### src/rtl/conv_cnt_pkg.sv
// Shared types and defaults for the nested convolution loop address counter.
package conv_cnt_pkg;

  typedef enum logic [1:0] {
    ST_IDLE = 2'd0,
    ST_RUN  = 2'd1,
    ST_DONE = 2'd2
  } state_t;

  localparam int DEF_NUM_DIMS   = 3;
  localparam int DEF_CNT_WIDTH  = 8;
  localparam int DEF_ADDR_WIDTH = 16;

  // A zero iteration count is run as a single iteration.
  function automatic int unsigned sanitise_bound(input int unsigned b);
    return (b == 0) ? 1 : b;
  endfunction

endpackage

### src/rtl/conv_loop_dim_stage.sv
// One loop dimension: index register, last-iteration compare, carry, and row-base address.
module conv_loop_dim_stage #(
  parameter int CNT_WIDTH  = 8,
  parameter int ADDR_WIDTH = 16
) (
  input  logic                  clk,
  input  logic                  rst_n,
  input  logic                  load_i,
  input  logic [ADDR_WIDTH-1:0] base_i,
  input  logic [CNT_WIDTH-1:0]  bound_i,
  input  logic [ADDR_WIDTH-1:0] stride_i,
  input  logic                  carry_i,
  input  logic [ADDR_WIDTH-1:0] bcast_i,
  output logic [CNT_WIDTH-1:0]  idx_o,
  output logic                  last_o,
  output logic                  carry_o,
  output logic [ADDR_WIDTH-1:0] rb_o
);

  logic [CNT_WIDTH-1:0]  idx_q, idx_d;
  logic [ADDR_WIDTH-1:0] rb_q, rb_d;

  assign last_o  = (idx_q == bound_i - CNT_WIDTH'(1));
  assign carry_o = carry_i & last_o;
  assign idx_o   = idx_q;
  assign rb_o    = rb_q;

  // A wrapping dim restarts at the row base of whichever higher dim advanced.
  always_comb begin
    idx_d = idx_q;
    rb_d  = rb_q;
    if (load_i) begin
      idx_d = '0;
      rb_d  = base_i;
    end else if (carry_i) begin
      if (last_o) begin
        idx_d = '0;
        rb_d  = bcast_i;
      end else begin
        idx_d = idx_q + CNT_WIDTH'(1);
        rb_d  = rb_q + stride_i;
      end
    end
  end

  always_ff @(posedge clk or negedge rst_n) begin
    if (!rst_n) begin
      idx_q <= '0;
      rb_q  <= '0;
    end else begin
      idx_q <= idx_d;
      rb_q  <= rb_d;
    end
  end

endmodule

### src/rtl/conv_loop_addr_counter.sv
// Nested NUM_DIMS loop address generator with valid/ready output and start/done control.
// Optional abort input is enabled by defining CONV_CNT_ABORT_EN.
module conv_loop_addr_counter
  import conv_cnt_pkg::*;
#(
  parameter int NUM_DIMS   = DEF_NUM_DIMS,
  parameter int CNT_WIDTH  = DEF_CNT_WIDTH,
  parameter int ADDR_WIDTH = DEF_ADDR_WIDTH
) (
  input  logic                           clk,
  input  logic                           rst_n,
  input  logic                           start_i,
  input  logic [ADDR_WIDTH-1:0]          base_i,
  input  logic [NUM_DIMS*CNT_WIDTH-1:0]  bound_i,
  input  logic [NUM_DIMS*ADDR_WIDTH-1:0] stride_i,
  input  logic                           out_ready_i,
`ifdef CONV_CNT_ABORT_EN
  input  logic                           abort_i,
`endif
  output logic                           valid_o,
  output logic [ADDR_WIDTH-1:0]          addr_o,
  output logic [NUM_DIMS*CNT_WIDTH-1:0]  idx_o,
  output logic [NUM_DIMS-1:0]            last_o,
  output logic                           busy_o,
  output logic                           done_o
);

  state_t state_q, state_d;
  logic   load, xfer, abort, final_xfer;

  logic [NUM_DIMS-1:0]                 last_vec;
  logic [NUM_DIMS-1:0][ADDR_WIDTH-1:0] rb_all;
  logic [NUM_DIMS-1:0][ADDR_WIDTH-1:0] stride_all;
  logic [ADDR_WIDTH-1:0]               bcast;

`ifdef CONV_CNT_ABORT_EN
  assign abort = abort_i & (state_q == ST_RUN);
`else
  assign abort = 1'b0;
`endif

  assign load = (state_q == ST_IDLE) & start_i;
  assign xfer = (state_q == ST_RUN) & out_ready_i & ~abort;

  // New row base of the lowest non-wrapping dim, copied down into all wrapping dims.
  always_comb begin
    logic found;
    found = 1'b0;
    bcast = rb_all[0] + stride_all[0];
    for (int d = 0; d < NUM_DIMS; d++) begin
      if (!found && !last_vec[d]) begin
        bcast = rb_all[d] + stride_all[d];
        found = 1'b1;
      end
    end
  end

  genvar gi;
  generate
    for (gi = 0; gi < NUM_DIMS; gi++) begin : g_dim
      logic                  c_in, c_out, last_w;
      logic [CNT_WIDTH-1:0]  bound_q, idx_w;
      logic [ADDR_WIDTH-1:0] stride_q, rb_w;

      if (gi == 0) begin : g_first
        assign c_in = xfer;
      end else begin : g_chain
        assign c_in = g_dim[gi-1].c_out;
      end

      always_ff @(posedge clk or negedge rst_n) begin
        if (!rst_n) begin
          bound_q  <= '0;
          stride_q <= '0;
        end else if (load) begin
          bound_q  <= CNT_WIDTH'(sanitise_bound(32'(bound_i[gi*CNT_WIDTH +: CNT_WIDTH])));
          stride_q <= stride_i[gi*ADDR_WIDTH +: ADDR_WIDTH];
        end
      end

      conv_loop_dim_stage #(
        .CNT_WIDTH (CNT_WIDTH),
        .ADDR_WIDTH(ADDR_WIDTH)
      ) u_stage (
        .clk     (clk),
        .rst_n   (rst_n),
        .load_i  (load),
        .base_i  (base_i),
        .bound_i (bound_q),
        .stride_i(stride_q),
        .carry_i (c_in),
        .bcast_i (bcast),
        .idx_o   (idx_w),
        .last_o  (last_w),
        .carry_o (c_out),
        .rb_o    (rb_w)
      );

      assign last_vec[gi]                        = last_w;
      assign rb_all[gi]                          = rb_w;
      assign stride_all[gi]                      = stride_q;
      assign idx_o[gi*CNT_WIDTH +: CNT_WIDTH]    = idx_w;
    end
  endgenerate

  assign final_xfer = g_dim[NUM_DIMS-1].c_out;

  always_comb begin
    state_d = state_q;
    case (state_q)
      ST_IDLE: if (start_i) state_d = ST_RUN;
      ST_RUN: begin
        if (abort)           state_d = ST_IDLE;
        else if (final_xfer) state_d = ST_DONE;
      end
      ST_DONE: state_d = ST_IDLE;
      default: state_d = ST_IDLE;
    endcase
  end

  always_ff @(posedge clk or negedge rst_n) begin
    if (!rst_n) state_q <= ST_IDLE;
    else        state_q <= state_d;
  end

  assign valid_o = (state_q == ST_RUN);
  assign busy_o  = (state_q != ST_IDLE);
  assign done_o  = (state_q == ST_DONE);
  assign addr_o  = rb_all[0];
  assign last_o  = last_vec & {NUM_DIMS{valid_o}};

endmodule

### config.mk
export PLATFORM = sky130hd
export DESIGN_NAME = conv_loop_addr_counter
export DESIGN_NICKNAME = d
export VERILOG_FILES = /design/src/rtl/conv_cnt_pkg.sv /design/src/rtl/conv_loop_dim_stage.sv /design/src/rtl/conv_loop_addr_counter.sv
export SDC_FILE = /design/constraint.sdc
export NUM_CORES = 1
export LEC_CHECK = 0
export BUFFER_PORTS_ARGS = -buffer_cell sky130_fd_sc_hd__buf_2
export CAP_MARGIN = 10
export CELL_PAD_IN_SITES_DETAIL_PLACEMENT = 1
export CELL_PAD_IN_SITES_GLOBAL_PLACEMENT = 1
export CORE_ASPECT_RATIO = 1.25
export CORE_MARGIN = 10
export CORE_UTILIZATION = 43
export DETAILED_ROUTE_END_ITERATION = 7
export PLACE_DENSITY_LB_ADDON = 0.1
export SLEW_MARGIN = 10
export SYNTH_ARGS = -nofsm -noshare
export SYNTH_HDL_FRONTEND = slang
export SYNTH_HIERARCHICAL = 1
export SYNTH_SLANG_ARGS = --single-unit
### constraint.sdc
create_clock -name clk -period 5.35 [get_ports clk]
set_input_delay 0.8025 -clock clk [delete_from_list [all_inputs] [get_ports clk]]
set_output_delay 0.8025 -clock clk [all_outputs]
set_load 0.01 [all_outputs]
# Word-level counts from Yosys, hierarchy flattened
# Cells that the tools add are included.
# classes
n_mux,28
add_sub_neg,9
n_eq_ne,7
n_reduce_logical,14
bitwise,6
# ops
operator,n
$mux 16,11
$mux 8,12
$add 16x16->16,3
$add 8x1->8 const B,3
$eq 8x8->1,3
$logic_not 8->1,3
$sub 8x1->8 const B,3
$reduce_bool 2->1,4
$and 1x1->1,5
$mux 2,2
$pmux 2 s2,1
$and 3x3->3,1
$logic_not 1->1,3
$eq 2x1->1 const B,1
$eq 2x2->1 const B,1
$logic_and 1x1->1,2
$logic_not 2->1,1
$mux 1,2
$ne 2x1->1 const B,1
$ne 2x2->1 const B,1
$reduce_and 2->1,1
# totals
input_bits,92
output_inout_bits,46
reg_bits,146
elab_cells,77

# Longest topological paths before layout
# Gate-level depths: netlist of run 1.
# depth
word_depth,11
mapped_depth,17
mapped_depth_nobuf,15

# Cells and area by module
# The synthesis of run 1 kept the hierarchy.
# modules_own_cells
mod,seq_area_each_um2,area_each_um2,cells_each,n_inst
conv_loop_dim_stage,600.6,2205.9,251,3
conv_loop_addr_counter,1851.8,5017.3,481,1

# Worst setup path before layout of run 1
# OpenSTA, ideal clock, no wires.
# synth_timing
kind,reg-to-reg
from,register g_dim[0].bound_q[0]
to,register g_dim[2].u_stage.rb_q[14]
stages_incl_launch_ff,15
synth_period_minus_slack_ns,3.363
required_ns,5.255
setup_ns,0.095
setup_slack_ns,1.987
t_arrival_ns,3.268
path_buffers,1
path_cell_list,dfrtp_1 inv_1 ha_1 xor2_1 nand3_1 a2111oi_4 nand2_4 buf_6 nor2_1 clkinv_1 nor2_1 clkinv_1 nor2_1 a31oi_1 o31ai_1
# synth_between
word_cells_on_any_way,15
cone_classes,1 x add/sub; 1 x eq/ne; 7 x mux; 2 x bitwise; 4 x reduce/logical
# synth_rtl
element,line,source
start: declaration,conv_loop_addr_counter.sv:62,"logic [CNT_WIDTH-1:0] bound_q, idx_w;"
start signal: assignment,conv_loop_addr_counter.sv:76,bound_q <= CNT_WIDTH'(sanitise_bound(32'(bound_i[gi*CNT_WIDTH +: CNT_WIDTH])));
$sub 8x1->8,conv_loop_dim_stage.sv:23,assign last_o = (idx_q == bound_i - CNT_WIDTH'(1));
$eq 8x8->1,conv_loop_dim_stage.sv:23,
$and 1x1->1,conv_loop_dim_stage.sv:24,assign carry_o = carry_i & last_o;
named net g_dim[0].c_out,conv_loop_addr_counter.sv:61,"logic c_in, c_out, last_w;"
$and 1x1->1,conv_loop_dim_stage.sv:24,
named net g_dim[1].c_out,conv_loop_addr_counter.sv:61,
$reduce_bool 2->1 (no line),n/a,
end signal: assignment,conv_loop_dim_stage.sv:52,rb_q <= rb_d;
end: declaration,conv_loop_dim_stage.sv:21,"logic [ADDR_WIDTH-1:0] rb_q, rb_d;"
# The timed path passes the listed nets, and every way through them passes these cells. The select of a mux whose other input is x is not followed.
# A chain may end at the register's enable or synchronous reset.

# Worst setup path in the final report of run 1
# Same ends and word-level chain as after synthesis.

==> results.cfg, run 1 <==
[synth]
synth_ff_type = sky130_fd_sc_hd__dfrtp_1
synthesis.instances = 1234
yosysTopAreaCell = sky130_fd_sc_hd__dfrtp_1
synth.yosys.warnings = 6
distinct_cell_type_count_after_synthesis = 69
avgSynthCellArea_um2 = 9.43
postSynthRegisterBits = 146
synth_edf_count = 0
async_flop_share = 1.00
synth.area.top_cells = sky130_fd_sc_hd__dfrtp_1, sky130_fd_sc_hd__ha_1, sky130_fd_sc_hd__mux2_2
synth-seq-area-share = 0.314
synthesis.nets = 1428
synthDominantCellAreaShare = 0.314
syn_area_um2 = 11600

[timing]
fin_hold_ws_ps = 331
finalCriticalPeriod_ps = 4070
report.final.hold_viol_count = 0
final.setup_skew_ps = 14.0
max_freq_ghz = 0.246
post-route-period-util = 0.760
number_of_setup_violations_in_the_final_report = 0
worstMarginPinSlew_ps = 1010
setup_total_negative_slack_ps = 0
report.final.slew_viol_count = 0
slew_headroom = 0.326
grt_setup_unrepaired = no

[job]
timing.max_cap.violations = 0

[grt]
grt-ovfl-total = 0
grt_pass1_wl_mm = 62.8
grt_antenna_before_repair = 0
grt_start_max_net_pins = 59
grt.total_usage = 0.230
grt_pass1_vias = 11200

[place]
gp_congestion = 0.903
port-buffer-count = 137
placedInstanceArea_um2 = 12600
hpwl_mm = 31.1

[clock_network]
cts_setup_buffers = 0
cts_inserted_buffers = 17
clock_sinks = 146
clock_tree_from_tritoncts = done
cts.clk_slew.worst_paths_ps = 60
clock-root-buffer = sky130_fd_sc_hd__clkbuf_16
ctsResizeCount = 0
clockBufferDepth = 2
hold_buffers = 0
insertion_delay_ps = 450
h-tree-depth = 4

[setup_path]
crit_path_end_kind = flip-flop
timing.critical_path.fanout_max = 14
critical_r2r_launch = g_dim[0].bound_q[0]$_DFFE_PN0P_
crit_path_start_kind = flip-flop
critical_path.startpoint = g_dim[0].bound_q[0]$_DFFE_PN0P_
arrival_ps = 4410
criticalPathCategory = flip-flop to flip-flop
worstPathRequired_ps = 5690

[drt]
drc_violations = 0
drt_first_iter_violations = 578
vias = 10400
viasPerCell = 6.05
total_routed_wirelength_mm = 39.7
drt-pass1-iter-count = 5
detail_route.wl_per_cell_um = 23.2
antenna_violating_nets_post_route = 0

[power_and_ir_drop]
static-leakage-power_nw = 5.97
power.ir.vdd_worst_mv = 0.265
power.density_cell_area_nw_per_um2 = 692

[hold_path]
timing.hold.worst.class = input pin to asynchronous set/reset pin

[outcome]
outcome = finished, final reports clean

[finish]
nets = 1551
layout_commonest_cell = sky130_fd_sc_hd__dfrtp_1
layout.cells.most_common_list = sky130_fd_sc_hd__dfrtp_1, sky130_fd_sc_hd__buf_2, sky130_fd_sc_hd__a21oi_1
layout.cell_area.non_filler_um2 = 13200
antenna_cells = 0
final_layout_size_suffix_gt1_frac = 0.218
area_delta_synth_final_pct = 13.6

[floorplan]
die_area_um2 = 34100
die_width_um = 167
core-area_um2 = 26700
die_height_um = 204
io-pin-count = 138
num_rows = 67
effective_utilization_at_floorplan = 0.435
## cell families (layout without fill, tap and decap cells)
kind of cell | after synthesis | count (layout) | synth area share
buffers and inverters | 78 | 212 | 0.0333
multiplexers | 90 | 90 | 0.0848
XOR/XNOR | 126 | 126 | 0.0968
AND/OR/NAND/NOR | 303 | 303 | 0.138
flip-flops | 146 | 146 | 0.314
adder cells (fa/ha/maj) | 102 | 102 | 0.114
AO/OA/AOI/OAI | 389 | 389 | 0.219
## report_power, final
part | internal [mW] | switching (mW) | total, mW
Combinational | 2.41 | 3.40 | 5.82
Clock | 0.776 | 0.521 | 1.30
Sequential | 1.48 | 0.549 | 2.03
## synthesized netlist by cell type (all sizes together) (13+ instances only)
master,n
a211oi,15
a21o,22
a21oi,119
a22oi,30
a31oi,30
and3,27
buf,13
clkbuf,31
dfrtp,146
ha,96
inv,31
mux2,69
mux2i,21
nand2,66
nand3,49
nor2,60
nor3,22
nor4,20
o21ai,74
o22ai,21
xnor2,78
xor2,48
## area by class of cell
class | count | area [um^2]
clock inverter | 13 | 186
inverter | 34 | 143
tap | 345 | 432
timing repair buffer | 148 | 774
sequential | 146 | 3650
multi-input combinational | 1010 | 7600
clock buffer | 17 | 425
fill | 3118 | 13500
## sequential cells by signal, indices dropped and copies added (netlist names)
register	count
g_dim.bound_q	24
g_dim.stride_q	48
g_dim.u_stage/idx_o	24
g_dim.u_stage/rb_o	48
state_q	2
## worst max-delay path, stage by stage, from the launching register on
cell and delay (ps):
sky130_fd_sc_hd__dfrtp_1 440, sky130_fd_sc_hd__inv_1 70, sky130_fd_sc_hd__ha_1 280, sky130_fd_sc_hd__o21bai_1 180, sky130_fd_sc_hd__a211oi_1 330, sky130_fd_sc_hd__a211oi_2 70
sky130_fd_sc_hd__o2bb2ai_2 280, sky130_fd_sc_hd__nand2_4 210, sky130_fd_sc_hd__nor2_1 210, sky130_fd_sc_hd__clkinv_1 250, sky130_fd_sc_hd__nor2_1 220, sky130_fd_sc_hd__buf_4 240
sky130_fd_sc_hd__clkinv_1 240, sky130_fd_sc_hd__nor2_1 630, sky130_fd_sc_hd__a31oi_1 200, sky130_fd_sc_hd__o31ai_1 110
## final timing paths
path	endpoint	slack (ps)	depth (start not counted)
max	g_dim[2].u_stage/rb_o[14]$_DFFE_PN0P_	1280	15
min	g_dim[2].bound_q[3]$_DFFE_PN0P_	330	1
max reg2reg	g_dim[2].u_stage/rb_o[14]$_DFFE_PN0P_	1280	15
min reg2reg	g_dim[0].stride_q[11]$_DFFE_PN0P_	560	1
max in group asynchronous	g_dim[1].u_stage/idx_o[2]$_DFFE_PN0P_	3920	2
min in group clk	g_dim[0].stride_q[11]$_DFFE_PN0P_	560	1
## routing by layer
layer | up-vias | wire length (um) | GRT usage
li1 | 4849 | - | -
met1 | 5208 | 16500 | 0.268
met2 | 238 | 20200 | 0.406
met3 | 71 | 1410 | 0.0350
met4 | 0 | 1630 | 0.110
met5 | - | 0 | 0
## stage by stage
stage	setup WS, ps	utilization	total power, mW	instances
2_1_floorplan	1990	-	6.03	1234
3_3_place_gp	1590	0.471	7.74	1683
3_5_place_dp	1350	0.471	7.82	1683
4_1_cts	1360	0.494	9.18	1713
5_1_grt	911	0.494	9.85	1713
6_report	1280	0.494	9.14	1713
Note: power is estimated with default switching activity, not from simulation.
==> inputs of run 2 (changes only) <==
--- a/config.mk
+++ b/config.mk
@@ -11,7 +11,7 @@
 export CELL_PAD_IN_SITES_GLOBAL_PLACEMENT = 1
 export CORE_ASPECT_RATIO = 1.25
 export CORE_MARGIN = 10
-export CORE_UTILIZATION = 43
+export CORE_UTILIZATION = 42
 export DETAILED_ROUTE_END_ITERATION = 7
 export PLACE_DENSITY_LB_ADDON = 0.1
 export SLEW_MARGIN = 10
==> constraint.sdc (replaced) <==
create_clock -name clk -period 3.3 [get_ports clk]
set_input_delay 0.495 -clock clk [delete_from_list [all_inputs] [get_ports clk]]
set_output_delay 0.495 -clock clk [all_outputs]
set_load 0.01 [all_outputs]
==> run 2 against run 1 <==
Compared with the run above:
- clock power increased by 63%
- worst hold slack worse by 300 ps
- cell count up 3.0%
- first-iteration DRC count increased by 16%
- combinational power is 69% higher
- maximum frequency grew 29%
- critical path type unchanged
- critical endpoint is now g_dim[0].u_stage/rb_o[2]$_DFFE_PN0P_
- largest power group unchanged
- highest routed layer unchanged
==> results.cfg, run 2 (synthesis results as in run 1) <==
[timing]
number_of_setup_violations_in_the_final_report = 0
finalCriticalPeriod_ps = 3160
report.final.slew_viol_count = 0
post-route-period-util = 0.956
final.setup_skew_ps = 14.7
slew_headroom = 0.296
worstMarginPinSlew_ps = 1050
report.final.hold_viol_count = 0
fin_ws_ps = 144
max_freq_ghz = 0.317

[power_and_ir_drop]
static-leakage-power_nw = 6.20
netSwitchingFraction = 0.480
part_of_the_total_power_dissipated_in_combinational_logic = 0.647
power.density_cell_area_nw_per_um2 = 1110
power.internal_mw = 7.91
power_switching_mw = 7.29
power.ir.vdd_worst_mv = 0.449
pwr-share-seq = 0.213
clkPwrFrac = 0.139

[finish]
post-route-util = 0.496
antenna_cells = 0
layout_commonest_cell = sky130_fd_sc_hd__dfrtp_1
fillerInstances = 3204
layout.cells.most_common_list = sky130_fd_sc_hd__dfrtp_1, sky130_fd_sc_hd__buf_2, sky130_fd_sc_hd__a21oi_1
post_layout_nonfiller_instances = 1764
area_delta_synth_final_pct = 17.3
final_layout_size_suffix_gt1_frac = 0.255
nets = 1595

[clock_network]
cts.clk_slew.worst_paths_ps = 70
clock-root-buffer = sky130_fd_sc_hd__clkbuf_16
hold_buffers = 0
cts_inserted_buffers = 17
insertion_delay_ps = 450
clockBufferDepth = 2
clock_sinks = 146
clock_tree_from_tritoncts = done
h-tree-depth = 4

[grt]
grt_pass1_wl_mm = 61.9
grt_antenna_before_repair = 0
grt_start_max_net_pins = 63
grt_pass1_vias = 11000
grt-ovfl-total = 0
grt.total_usage = 0.225

[setup_path]
critPathTopFamily = compound AO/OA/AOI/OAI gates
critical_r2r_launch = g_dim[0].bound_q[0]$_DFFE_PN0P_
timing.critical_path.buf_inv = 3
reg2reg_setup_slack_ps = 140
worstPathCellList = inv_1 > ha_1 > o21bai_1 > a211oi_1 > a211oi_2 > o2bb2ai_2 > nand2_4 > inv_6 > nand2_1 > or2_2 > buf_4 > o21ai_1 > a21oi_1 > o21ai_0
worstPathRequired_ps = 3650
critPathMaxStageDelay_ps = 410
regToRegEndpoint = g_dim[0].u_stage/rb_o[2]$_DFFE_PN0P_
crit_path_start_kind = flip-flop
r2r.worst_path.cells = 14
arrival_ps = 3510
crit_path_end_kind = flip-flop
criticalPathCategory = flip-flop to flip-flop
cpMaxStageDelayCell = sky130_fd_sc_hd__dfrtp_2
timing.critical_path.fanout_max = 9

[place]
preCtsSetupSlack_ps = -54.0
placedCellCount = 1729
gp_congestion = 0.922
hpwl_mm = 31.2
port-buffer-count = 137

[floorplan]
core-area_um2 = 27500
io-pin-count = 138
effective_utilization_at_floorplan = 0.423
die_height_um = 206
num_rows = 68
die_area_um2 = 34800
die_width_um = 169

[drt]
drc_violations = 0
viasPerCell = 5.98
drt_first_iter_violations = 668
detail_route.wl_per_cell_um = 22.5
antenna_violating_nets_post_route = 0
vias = 10600
total_routed_wirelength_mm = 39.7
drt-pass1-iter-count = 6

[job]
timing.max_cap.violations = 0

[outcome]
outcome = finished, final reports clean

[hold_path]
timing.hold.worst.class = input pin to asynchronous set/reset pin
## run 2: changes by cell type in the layout (fill, tap and decap cells not counted), sizes merged
cell,previous run,this run
buf,148,192
bufinv,4,3
clkinv,6,4
clkbuf,17,19
inv,33,36
## run 2: power groups by stage
stage / logic, mW / registers [mW] / clock network [mW]
after floorplan: 6.74 / 3.03 / 0
after global placement: 9.50 / 3.27 / 0
after detailed placement: 9.69 / 3.27 / 0
after CTS: 9.78 / 3.26 / 2.16
after global routing: 10.8 / 3.35 / 2.24
final: 9.84 / 3.24 / 2.12
## run 2: worst register-to-register path, cell delays in order, from the launching register on
cell and delay (ps):
sky130_fd_sc_hd__dfrtp_2 410, sky130_fd_sc_hd__inv_1 60, sky130_fd_sc_hd__ha_1 270, sky130_fd_sc_hd__o21bai_1 190, sky130_fd_sc_hd__a211oi_1 320, sky130_fd_sc_hd__a211oi_2 70, sky130_fd_sc_hd__o2bb2ai_2 200, sky130_fd_sc_hd__nand2_4 100
sky130_fd_sc_hd__inv_6 90, sky130_fd_sc_hd__nand2_1 70, sky130_fd_sc_hd__or2_2 340, sky130_fd_sc_hd__buf_4 190, sky130_fd_sc_hd__o21ai_1 410, sky130_fd_sc_hd__a21oi_1 160, sky130_fd_sc_hd__o21ai_0 190
## run 2: layer usage
metal,GRT usage,vias to the layer above,wire length [um],share of wire
li1,-,4967,-,-
met1,0.264,5294,16700,0.42
met2,0.401,231,20200,0.51
met3,0.0339,63,1350,0.034
met4,0.0900,0,1420,0.036
met5,0,-,0,0
## run 2: per-stage QoR
step	cell area [um^2]	total power [mW]	TNS, ps	hold WS (ps)
4_1_cts	13600	15.2	0	59.4
5_1_grt	13600	16.4	-16.1	74.6
6_report	13600	15.2	0	34.8
3_3_place_gp	12900	12.8	0	522
3_5_place_dp	12900	13.0	-54.0	537
2_1_floorplan	11600	9.77	0	199
## run 2: how the worst max path moves through the flow
stage	startpoint	endpoint	slack [ps]	cells past startpoint
3_3_place_gp	g_dim[1].bound_q[0]$_DFFE_PN0P_	g_dim[0].u_stage/rb_o[2]$_DFFE_PN0P_	6	13
4_1_cts	g_dim[1].bound_q[0]$_DFFE_PN0P_	g_dim[0].u_stage/rb_o[10]$_DFFE_PN0P_	40	14
3_5_place_dp	g_dim[0].bound_q[0]$_DFFE_PN0P_	g_dim[0].u_stage/rb_o[2]$_DFFE_PN0P_	-50	14
2_1_floorplan	g_dim[0].bound_q[0]$_DFFE_PN0P_	g_dim[2].u_stage/rb_o[15]$_DFFE_PN0P_	30	15
6_report	g_dim[0].bound_q[0]$_DFFE_PN0P_	g_dim[0].u_stage/rb_o[2]$_DFFE_PN0P_	140	14
5_1_grt	g_dim[2].bound_q[0]$_DFFE_PN0P_	last_o[2]	-10	11
## run 2: cell type report
class | instances | area [um^2] | share of cell area
repair buffers | 192 | 1120 | 0.0822
clock inverters | 13 | 174 | 0.0127
multi-input cells | 1010 | 7660 | 0.562
flip-flops and latches | 146 | 3660 | 0.268
well taps | 350 | 438 | 0.0321
clock buffers | 19 | 443 | 0.0325
inverters | 34 | 146 | 0.0107
## run 2: timing repair
item,4_1_cts,5_1_grt
pin swaps,1,5
setup endpoints to repair,3,32
gates resized for setup,3,17
buffers inserted,0,3
==> inputs of run 3 (changes only) <==
--- a/config.mk
+++ b/config.mk
@@ -13,9 +13,10 @@
 export CORE_MARGIN = 10
 export CORE_UTILIZATION = 42
 export DETAILED_ROUTE_END_ITERATION = 7
-export PLACE_DENSITY_LB_ADDON = 0.1
+export PLACE_DENSITY = 0.88
 export SLEW_MARGIN = 10
 export SYNTH_ARGS = -nofsm -noshare
 export SYNTH_HDL_FRONTEND = slang
 export SYNTH_HIERARCHICAL = 1
 export SYNTH_SLANG_ARGS = --single-unit
+export TNS_END_PERCENT = 50
==> run 3 against run 2 <==
Compared with the run above:
- non-clock buffer count is 10 lower
- combinational power increased by 1%
- power decreased by 0.17%
- final area is 0.32% lower
- sequential power rose by 2%
- register-to-register slack got worse by 80 ps
- setup slack lost 75 ps
- die area stayed put
- maximum frequency decreased by 2.3%
- first-iteration DRC count is 37% higher
- worst hold slack lost 22 ps
- clock skew is 1.0 ps lower
- largest power group unchanged
==> results.cfg, run 3 (synthesis results as in run 1) <==
[timing]
slew_headroom = 0.306
fin_ws_ps = 68.5
worstMarginPinSlew_ps = 1040
post-route-period-util = 0.979
fin_hold_ws_ps = 12.6
report.final.slew_viol_count = 0
number_of_setup_violations_in_the_final_report = 0
final.setup_skew_ps = 13.7
report.final.hold_viol_count = 0
setup_total_negative_slack_ps = 0
max_freq_ghz = 0.309
finalCriticalPeriod_ps = 3230

[drt]
dr_wl_met2_mm = 21.1
drt-met1-wl_mm = 16.1
detail_route.wl_per_cell_um = 23.9
vias = 10900
drt-pass1-iter-count = 5
route.top_layer_used = met4
total_routed_wirelength_mm = 41.9
antenna_violating_nets_post_route = 0
routed-wl-met3_mm = 1.95
viasPerCell = 6.24
drt_first_iter_violations = 914
drc_violations = 0

[clock_network]
cts_inserted_buffers = 17
h-tree-depth = 4
cts.clk_slew.worst_paths_ps = 70
clockBufferDepth = 2
clock_tree_from_tritoncts = done
clock_sinks = 146
insertion_delay_ps = 450
clock-root-buffer = sky130_fd_sc_hd__clkbuf_16
hold_buffers = 0

[floorplan]
num_rows = 68
core-area_um2 = 27500
die_area_um2 = 34800
io-pin-count = 138
effective_utilization_at_floorplan = 0.423
die_width_um = 169
die_height_um = 206

[place]
port-buffer-count = 137
preCtsSetupSlack_ps = -154
gp_congestion = 0.937
hpwl_mm = 31.9
placedInstanceArea_um2 = 12800

[setup_path]
arrival_ps = 3520
crit_path_start_kind = flip-flop
worstPathRequired_ps = 3590
crit_path_end_kind = flip-flop
reg2reg_setup_slack_ps = 70
regToRegEndpoint = g_dim[1].u_stage/rb_o[6]$_DFFE_PN0P_
criticalPathCategory = flip-flop to flip-flop
r2r.worst_path.cells = 14
critical_r2r_launch = g_dim[1].bound_q[2]$_DFFE_PN0P_
timing.critical_path.fanout_max = 8

[outcome]
outcome = finished, final reports clean

[finish]
nets = 1585
layout.cells.most_common_list = sky130_fd_sc_hd__dfrtp_1, sky130_fd_sc_hd__buf_2, sky130_fd_sc_hd__a21oi_1
multiInputGateArea_um2 = 7740
layout.cell_area.non_filler_um2 = 13600
layout.area.seq_um2 = 3660
layout_commonest_cell = sky130_fd_sc_hd__dfrtp_1
area_delta_synth_final_pct = 16.9
fillerInstances = 3137
final_layout_size_suffix_gt1_frac = 0.257
antenna_cells = 0

[hold_path]
timing.hold.worst.class = input pin to asynchronous set/reset pin

[power_and_ir_drop]
static-leakage-power_nw = 6.14
finalPower_mw = 15.2
power.ir.vdd_worst_mv = 0.426
power.density_cell_area_nw_per_um2 = 1120

[grt]
grt_pass1_vias = 11800
grt_pass1_wl_mm = 65.2
grt_antenna_before_repair = 0
grt_start_max_net_pins = 69
grt.total_usage = 0.235
grt-ovfl-total = 0

[job]
timing.max_cap.violations = 0
run 3: cell count changes in the layout (fill, tap and decap cells not counted), sizes merged:
cell,change
clkbuf,+1
buf,-10
clkinv,+1
bufinv,-2
run 3: what timing repair did:
action | CTS | global route
endpoints found under the setup margin | 34 | 52
resized for setup | 12 | 25
setup buffers | 0 | 6
pin swaps | 0 | 6
hold endpoints to repair | 0 | 0
run 3: report_power, final:
part           internal (mW)  switching (mW)  total (mW)
sequential              2.40           0.885        3.29
clock                   1.07           0.875        1.95
combinational           4.19            5.75        9.94
total                   7.66            7.51        15.2
run 3: worst max-delay path by stage:
stage	cells past startpoint	from	endpoint	slack (ps)
after floorplan	15	g_dim[0].bound_q[0]$_DFFE_PN0P_	g_dim[2].u_stage/rb_o[15]$_DFFE_PN0P_	30
after global placement	14	g_dim[1].bound_q[0]$_DFFE_PN0P_	g_dim[0].u_stage/rb_o[5]$_DFFE_PN0P_	50
after detailed placement	15	g_dim[1].bound_q[0]$_DFFE_PN0P_	g_dim[1].u_stage/rb_o[9]$_DFFE_PN0P_	-150
after CTS	11	g_dim[2].bound_q[0]$_DFFE_PN0P_	last_o[2]	2
after global routing	14	g_dim[1].bound_q[2]$_DFFE_PN0P_	g_dim[1].u_stage/rb_o[6]$_DFFE_PN0P_	-30
final	14	g_dim[1].bound_q[2]$_DFFE_PN0P_	g_dim[1].u_stage/rb_o[6]$_DFFE_PN0P_	70
run 3: area by class of cell:
cell class / count / share of cell area
clock inverters: 12 / 0.00902
flip-flops and latches: 146 / 0.269
multi-input cells: 1010 / 0.569
clock buffers: 20 / 0.0328
inverters: 34 / 0.0108
repair buffers: 182 / 0.0775
well taps: 350 / 0.0322
run 3: metal layers:
layer	up-vias	global-route usage
li1	4934	-
met3	150	0.0392
met2	394	0.408
met4	0	0.158
met5	-	0
met1	5463	0.260
run 3: metrics by stage:
stage | std cells | util
3_3_place_gp | 1716 | 0.467
5_1_grt | 1754 | 0.495
4_1_cts | 1748 | 0.490
2_1_floorplan | 1234 | -
3_5_place_dp | 1716 | 0.467
6_report | 1754 | 0.495
run 3: critical path, cell delays in order (launching register included):
cell,delay (ps)
sky130_fd_sc_hd__dfrtp_1,490
sky130_fd_sc_hd__nor3_1,320
sky130_fd_sc_hd__xnor2_1,190
sky130_fd_sc_hd__nand3_1,150
sky130_fd_sc_hd__a2111oi_4,400
sky130_fd_sc_hd__nand2_4,120
sky130_fd_sc_hd__inv_6,130
sky130_fd_sc_hd__nand2_1,90
sky130_fd_sc_hd__nor2_2,260
sky130_fd_sc_hd__nor2_1,160
sky130_fd_sc_hd__a22oi_1,190
sky130_fd_sc_hd__o21ai_0,110
sky130_fd_sc_hd__buf_4,160
sky130_fd_sc_hd__a21oi_1,180
sky130_fd_sc_hd__o21ai_0,140
